## src/rtl/pwm_multi.sv

```systemverilog
// Multi-channel PWM: one shared prescaled period counter (edge or center aligned)
// drives CHANNELS compare outputs whose duties are double-buffered per period.
module pwm_multi #(
    parameter int N          = 8,
    parameter int CHANNELS   = 4,
    parameter int PRESCALE_W = 16,
    parameter int AW         = (CHANNELS > 1) ? $clog2(CHANNELS) : 1
) (
    input  logic                  clk,
    input  logic                  rst,
    input  logic                  ena,
    input  logic [PRESCALE_W-1:0] prescale,
    input  logic [N-1:0]          period,
    input  logic                  mode,
    input  logic [CHANNELS-1:0]   ch_ena,
    input  logic                  duty_wr_en,
    input  logic [AW-1:0]         duty_wr_addr,
    input  logic [N-1:0]          duty_wr_data,
    output logic [CHANNELS-1:0]   out,
    output logic                  period_end,
    output logic [N-1:0]          counter
);

    typedef enum logic {DIR_UP, DIR_DOWN} dir_t;

    logic [PRESCALE_W-1:0] pre_cnt_q, pre_cnt_d;
    logic [N-1:0]          counter_q, counter_d;
    dir_t                  dir_q, dir_d;
    logic [N-1:0]          duty_shadow_q [CHANNELS];
    logic [N-1:0]          duty_shadow_d [CHANNELS];
    logic [N-1:0]          duty_act_q    [CHANNELS];
    logic [N-1:0]          duty_act_d    [CHANNELS];
    logic [N-1:0]          period_act_q, period_act_d;
    logic                  mode_act_q, mode_act_d;
    logic [CHANNELS-1:0]   out_q, out_d;
    logic                  period_end_q, period_end_d;
    logic                  tick;
    logic                  boundary;

    always_comb begin
        tick     = ena && (pre_cnt_q >= prescale);
        boundary = 1'b0;
        // Center mode with P=0 never leaves 0, so every tick closes a period.
        if (mode_act_q) begin
            if (period_act_q == '0) begin
                boundary = tick;
            end else begin
                boundary = tick && (dir_q == DIR_DOWN) && (counter_q == N'(1));
            end
        end else begin
            boundary = tick && (counter_q == period_act_q);
        end
    end

    always_comb begin
        duty_shadow_d = duty_shadow_q;
        for (int i = 0; i < CHANNELS; i++) begin
            if (duty_wr_en && (duty_wr_addr == AW'(i))) begin
                duty_shadow_d[i] = duty_wr_data;
            end
        end

        pre_cnt_d    = pre_cnt_q;
        counter_d    = counter_q;
        dir_d        = dir_q;
        duty_act_d   = duty_act_q;
        period_act_d = period_act_q;
        mode_act_d   = mode_act_q;
        out_d        = '0;
        period_end_d = boundary;

        if (!ena) begin
            pre_cnt_d    = '0;
            counter_d    = '0;
            dir_d        = DIR_UP;
            duty_act_d   = duty_shadow_d;
            period_act_d = period;
            mode_act_d   = mode;
        end else begin
            for (int i = 0; i < CHANNELS; i++) begin
                out_d[i] = ch_ena[i] && (counter_q < duty_act_q[i]);
            end
            if (tick) begin
                pre_cnt_d = '0;
                // Shadow value including a same-cycle write lands in the active set.
                if (boundary) begin
                    counter_d    = '0;
                    dir_d        = DIR_UP;
                    duty_act_d   = duty_shadow_d;
                    period_act_d = period;
                    mode_act_d   = mode;
                end else if (mode_act_q && (dir_q == DIR_DOWN)) begin
                    counter_d = counter_q - N'(1);
                end else begin
                    counter_d = counter_q + N'(1);
                    if (mode_act_q && (counter_d == period_act_q)) begin
                        dir_d = DIR_DOWN;
                    end
                end
            end else begin
                pre_cnt_d = pre_cnt_q + PRESCALE_W'(1);
            end
        end
    end

    always_ff @(posedge clk) begin
        if (rst) begin
            pre_cnt_q    <= '0;
            counter_q    <= '0;
            dir_q        <= DIR_UP;
            for (int i = 0; i < CHANNELS; i++) begin
                duty_shadow_q[i] <= '0;
                duty_act_q[i]    <= '0;
            end
            period_act_q <= period;
            mode_act_q   <= mode;
            out_q        <= '0;
            period_end_q <= 1'b0;
        end else begin
            pre_cnt_q     <= pre_cnt_d;
            counter_q     <= counter_d;
            dir_q         <= dir_d;
            duty_shadow_q <= duty_shadow_d;
            duty_act_q    <= duty_act_d;
            period_act_q  <= period_act_d;
            mode_act_q    <= mode_act_d;
            out_q         <= out_d;
            period_end_q  <= period_end_d;
        end
    end

    assign out        = out_q;
    assign period_end = period_end_q;
    assign counter    = counter_q;

endmodule

```

## config.mk

```make
export PLATFORM = sky130hd
export DESIGN_NAME = pwm_multi
export DESIGN_NICKNAME = d
export VERILOG_FILES = /design/src/rtl/pwm_multi.sv
export SDC_FILE = /design/constraint.sdc
export NUM_CORES = 1
export LEC_CHECK = 0
export CAP_MARGIN = 5
export CORE_ASPECT_RATIO = 1.5
export CORE_MARGIN = 1
export CORE_UTILIZATION = 57
export CTS_CLUSTER_DIAMETER = 200
export DETAILED_ROUTE_END_ITERATION = 10
export GPL_ROUTABILITY_DRIVEN = 0
export PLACE_DENSITY_LB_ADDON = 0.2
export SYNTH_ARGS = -nofsm -noshare
export SYNTH_HDL_FRONTEND = slang
export SYNTH_SLANG_ARGS = --single-unit
```

## constraint.sdc

```tcl
create_clock -name clk -period 4 [get_ports clk]
set_input_delay 0.8 -clock clk [delete_from_list [all_inputs] [get_ports clk]]
set_output_delay 0.8 -clock clk [all_outputs]
set_load 0.01 [all_outputs]
```

==> flow_summary.json <==
{
  "end_kind": "flip-flop",
  "skew_ns": 0.0109,
  "rows": 42,
  "num_antenna_cells": 0,
  "worstSkewPairLatency_ns": 0.35,
  "cp-startpoint": "prescale[2]",
  "synth_flop_cell": "dfxtp_1",
  "yosys.cell_types.count": 54,
  "syn_area_sq_um": 5170,
  "syn2layout_area_growth_pct": 18.8,
  "grt_max_degree": 34,
  "num_vias": 4045,
  "fin_crit_ns": 3.19,
  "reg2reg_slack_ns": 0.85,
  "start_util_pct": 58.5,
  "final_area_sq_um": 6140,
  "portBuffers": 55,
  "period_share_pct": 79.7,
  "post-synth-top-count-cell": "dfxtp_1",
  "cp.arrival_ns": 3.47,
  "setup_violations": 0,
  "r2r_cells": 6,
  "detail-route-antenna-nets": 0,
  "setup_tns_ns": 0,
  "io_pins": 56,
  "num-fill-cells": 706,
  "first_pass_iters": 5,
  "synth-compound-area-share_pct": 16.6,
  "ys_top_cells_by_area": "dfxtp_1 (36%), ha_1 (12%), mux2i_1 (6.2%), a22o_1 (5.4%), edfxtp_1 (5.2%)",
  "dpl-instance-area_sq_um": 5820,
  "fin_util_pct": 69.5,
  "hold_buffers": 0,
  "cts_buffers": 9,
  "initialDrtViolationCount": 254,
  "slew_headroom_pct": 39.3,
  "max_freq_mhz": 314,
  "antenna_found_initial": 0,
  "synth.top_cell.area_share_pct": 36.4,
  "synth-simple-area-share_pct": 13.7,
  "status": "completed",
  "cts_htree_levels": 3,
  "drive_gt1_share_pct": 4.74,
  "p_per_area_nw_per_um2": 381,
  "cts_setup_buffers": 0,
  "hold_class": "reg2reg",
  "synth.area.mux_share_pct": 6.20,
  "crit_fanout": 33,
  "critPathKind": "in2reg",
  "tightest_slew_ns": 0.902,
  "synth_edf_count": 9,
  "grt_usage_pct": 26.0,
  "nNetsFinal": 679,
  "yosysWarnings": 0,
  "worstReg2RegStart": "counter[3]$_SDFFE_PP0N_",
  "fp.dieW_um": 79.8,
  "synth-async-reset-ratio_pct": 0,
  "final_cell_count_no_fill": 701,
  "ys_seq_elements": 103,
  "synth_top_family_by_area": "compound AO/OA/AOI/OAI gates",
  "grt_pass1_vias": 4042,
  "ir_drop_uv": 281,
  "grt_pass1_wl_mm": 19.0,
  "synthTopCellsByCount": "dfxtp_1 (94), nor2_1 (57), inv_1 (52)",
  "yosys.area.top_type": "dfxtp_1",
  "synth-seq-area-share_pct": 41.6,
  "drc_errors": 0,
  "clockBufferDepth": 2,
  "die_h_um": 119,
  "cts_tree": "built",
  "cts.repair.resized": 0,
  "synthAdderAreaFrac_pct": 11.6,
  "grt_overflow": 0,
  "clock-sinks": 103,
  "die_area_sq_um": 9460,
  "startpoint_type": "primary input",
  "synth_xor_xnor_area_share_pct": 4.24,
  "report.final.slew_viol_count": 0,
  "cap_violations": 0,
  "critPathRequiredTime_ns": 4.28,
  "routed_wirelength_mm": 11.4,
  "synth_area_per_cell_sq_um": 9.63,
  "critPathCapture": "duty_act_q[4]$_SDFFE_PP0P_",
  "synthCells": 537,
  "dp_cells": 687,
  "p_leak_nw": 2.57,
  "fp.coreArea_sq_um": 8830,
  "cts.clk_slew.worst_paths_ns": 0.07,
  "cts_root_buffer": "clkbuf_16",
  "vias_per_cell": 5.77,
  "hpwlAfterDp_mm": 8.35,
  "synth_fp_nets": 628,
  "wl_per_cell_um": 16.2,
  "rsz0062_at_grt": "false",
  "final_hold_viol_count": 0,
  "reg2reg_to": "duty_act_q[4]$_SDFFE_PP0P_"
}
-- worst min-delay path by stage --
stage,slack (ns),start,depth (start not counted),end
floorplan,0.44,pre_cnt_q[0]$_SDFF_PP0_,1,pre_cnt_q[0]$_SDFF_PP0_
global placement,0.46,pre_cnt_q[0]$_SDFF_PP0_,1,pre_cnt_q[0]$_SDFF_PP0_
detailed placement,0.47,duty_act_q[26]$_SDFFE_PP0P_,1,duty_act_q[26]$_SDFFE_PP0P_
CTS,0.48,duty_act_q[26]$_SDFFE_PP0P_,1,duty_act_q[26]$_SDFFE_PP0P_
global route,0.49,duty_act_q[27]$_SDFFE_PP0P_,1,duty_act_q[27]$_SDFFE_PP0P_
finish,0.48,pre_cnt_q[0]$_SDFF_PP0_,1,pre_cnt_q[0]$_SDFF_PP0_
-- placed cells by master (no fill, tap or decap), drive strengths merged, types with 12 or more instances in the layout --
cell           count
dfxtp             94
mux2i             32
a22o              32
a21o              21
nor2              58
clkdlybuf4s50     55
xnor2             18
inv               52
ha                48
o21ai             12
nand2             19
a21oi             13
-- sequential cells by signal, summed over array words and instances, names as in the netlist --
| register | flops |
|---|---|
| counter | 8 |
| dir_q | 1 |
| duty_act_q | 32 |
| duty_shadow_q | 32 |
| mode_act_q | 1 |
| out | 4 |
| period_act_q | 8 |
| period_end | 1 |
| pre_cnt_q | 16 |
-- stage by stage --
stage               total power, W  worst slack (ns)  hold WS [ns]
finish                     0.00234             0.810         0.482
global route               0.00243             0.637         0.493
CTS                        0.00235             0.828         0.483
detailed placement         0.00142             0.490         0.468
global placement           0.00141             0.556         0.458
floorplan                  0.00131             0.986         0.441
-- routing by layer --
layer  GRT usage, %  vias up  wire [um]
met2           45.2       94       5960
met3           4.09       26        382
met5              0        -          0
met4           13.8        0        425
li1               -     2012          -
met1           29.7     1913       4630
-- cells by family after synthesis --
group                    count (synthesis)
adder cells (fa/ha/maj)                 48
buffers and inverters                   75
flip-flops                             103
multiplexers                            32
XOR/XNOR                                25
AND/OR/NAND/NOR                        142
AO/OA/AOI/OAI                          112
-- worst max-delay path, cell delays in order --
cell,delay [ns]
clkdlybuf4s50_1,0.45
inv_1,0.04
ha_1,0.29
a211oi_1,0.23
o21ai_0,0.20
a2111oi_0,0.59
nor2_1,0.16
o31ai_4,0.09
buf_4,0.37
a22o_1,0.22
-- where the power goes --
group	total, W	leakage (nW)	switching, W	internal [W]
clock network	0.000944	0.154	0.000369	0.000575
registers	0.00113	0.849	0.0000331	0.00109
logic	0.000269	1.57	0.000131	0.000138
-- final cells by class --
class | count | area [sq um] | share of cell area [%]
Timing Repair Buffer | 63 | 611 | 9.95
Clock buffer | 11 | 253 | 4.12
Inverter | 52 | 195 | 3.18
Clock inverter | 3 | 67.6 | 1.10
Multi-Input combinational cell | 359 | 2720 | 44.4
Sequential cell | 103 | 2150 | 35.1
Tap cell | 110 | 138 | 2.24
Note: power is estimated with default switching activity, not from simulation.
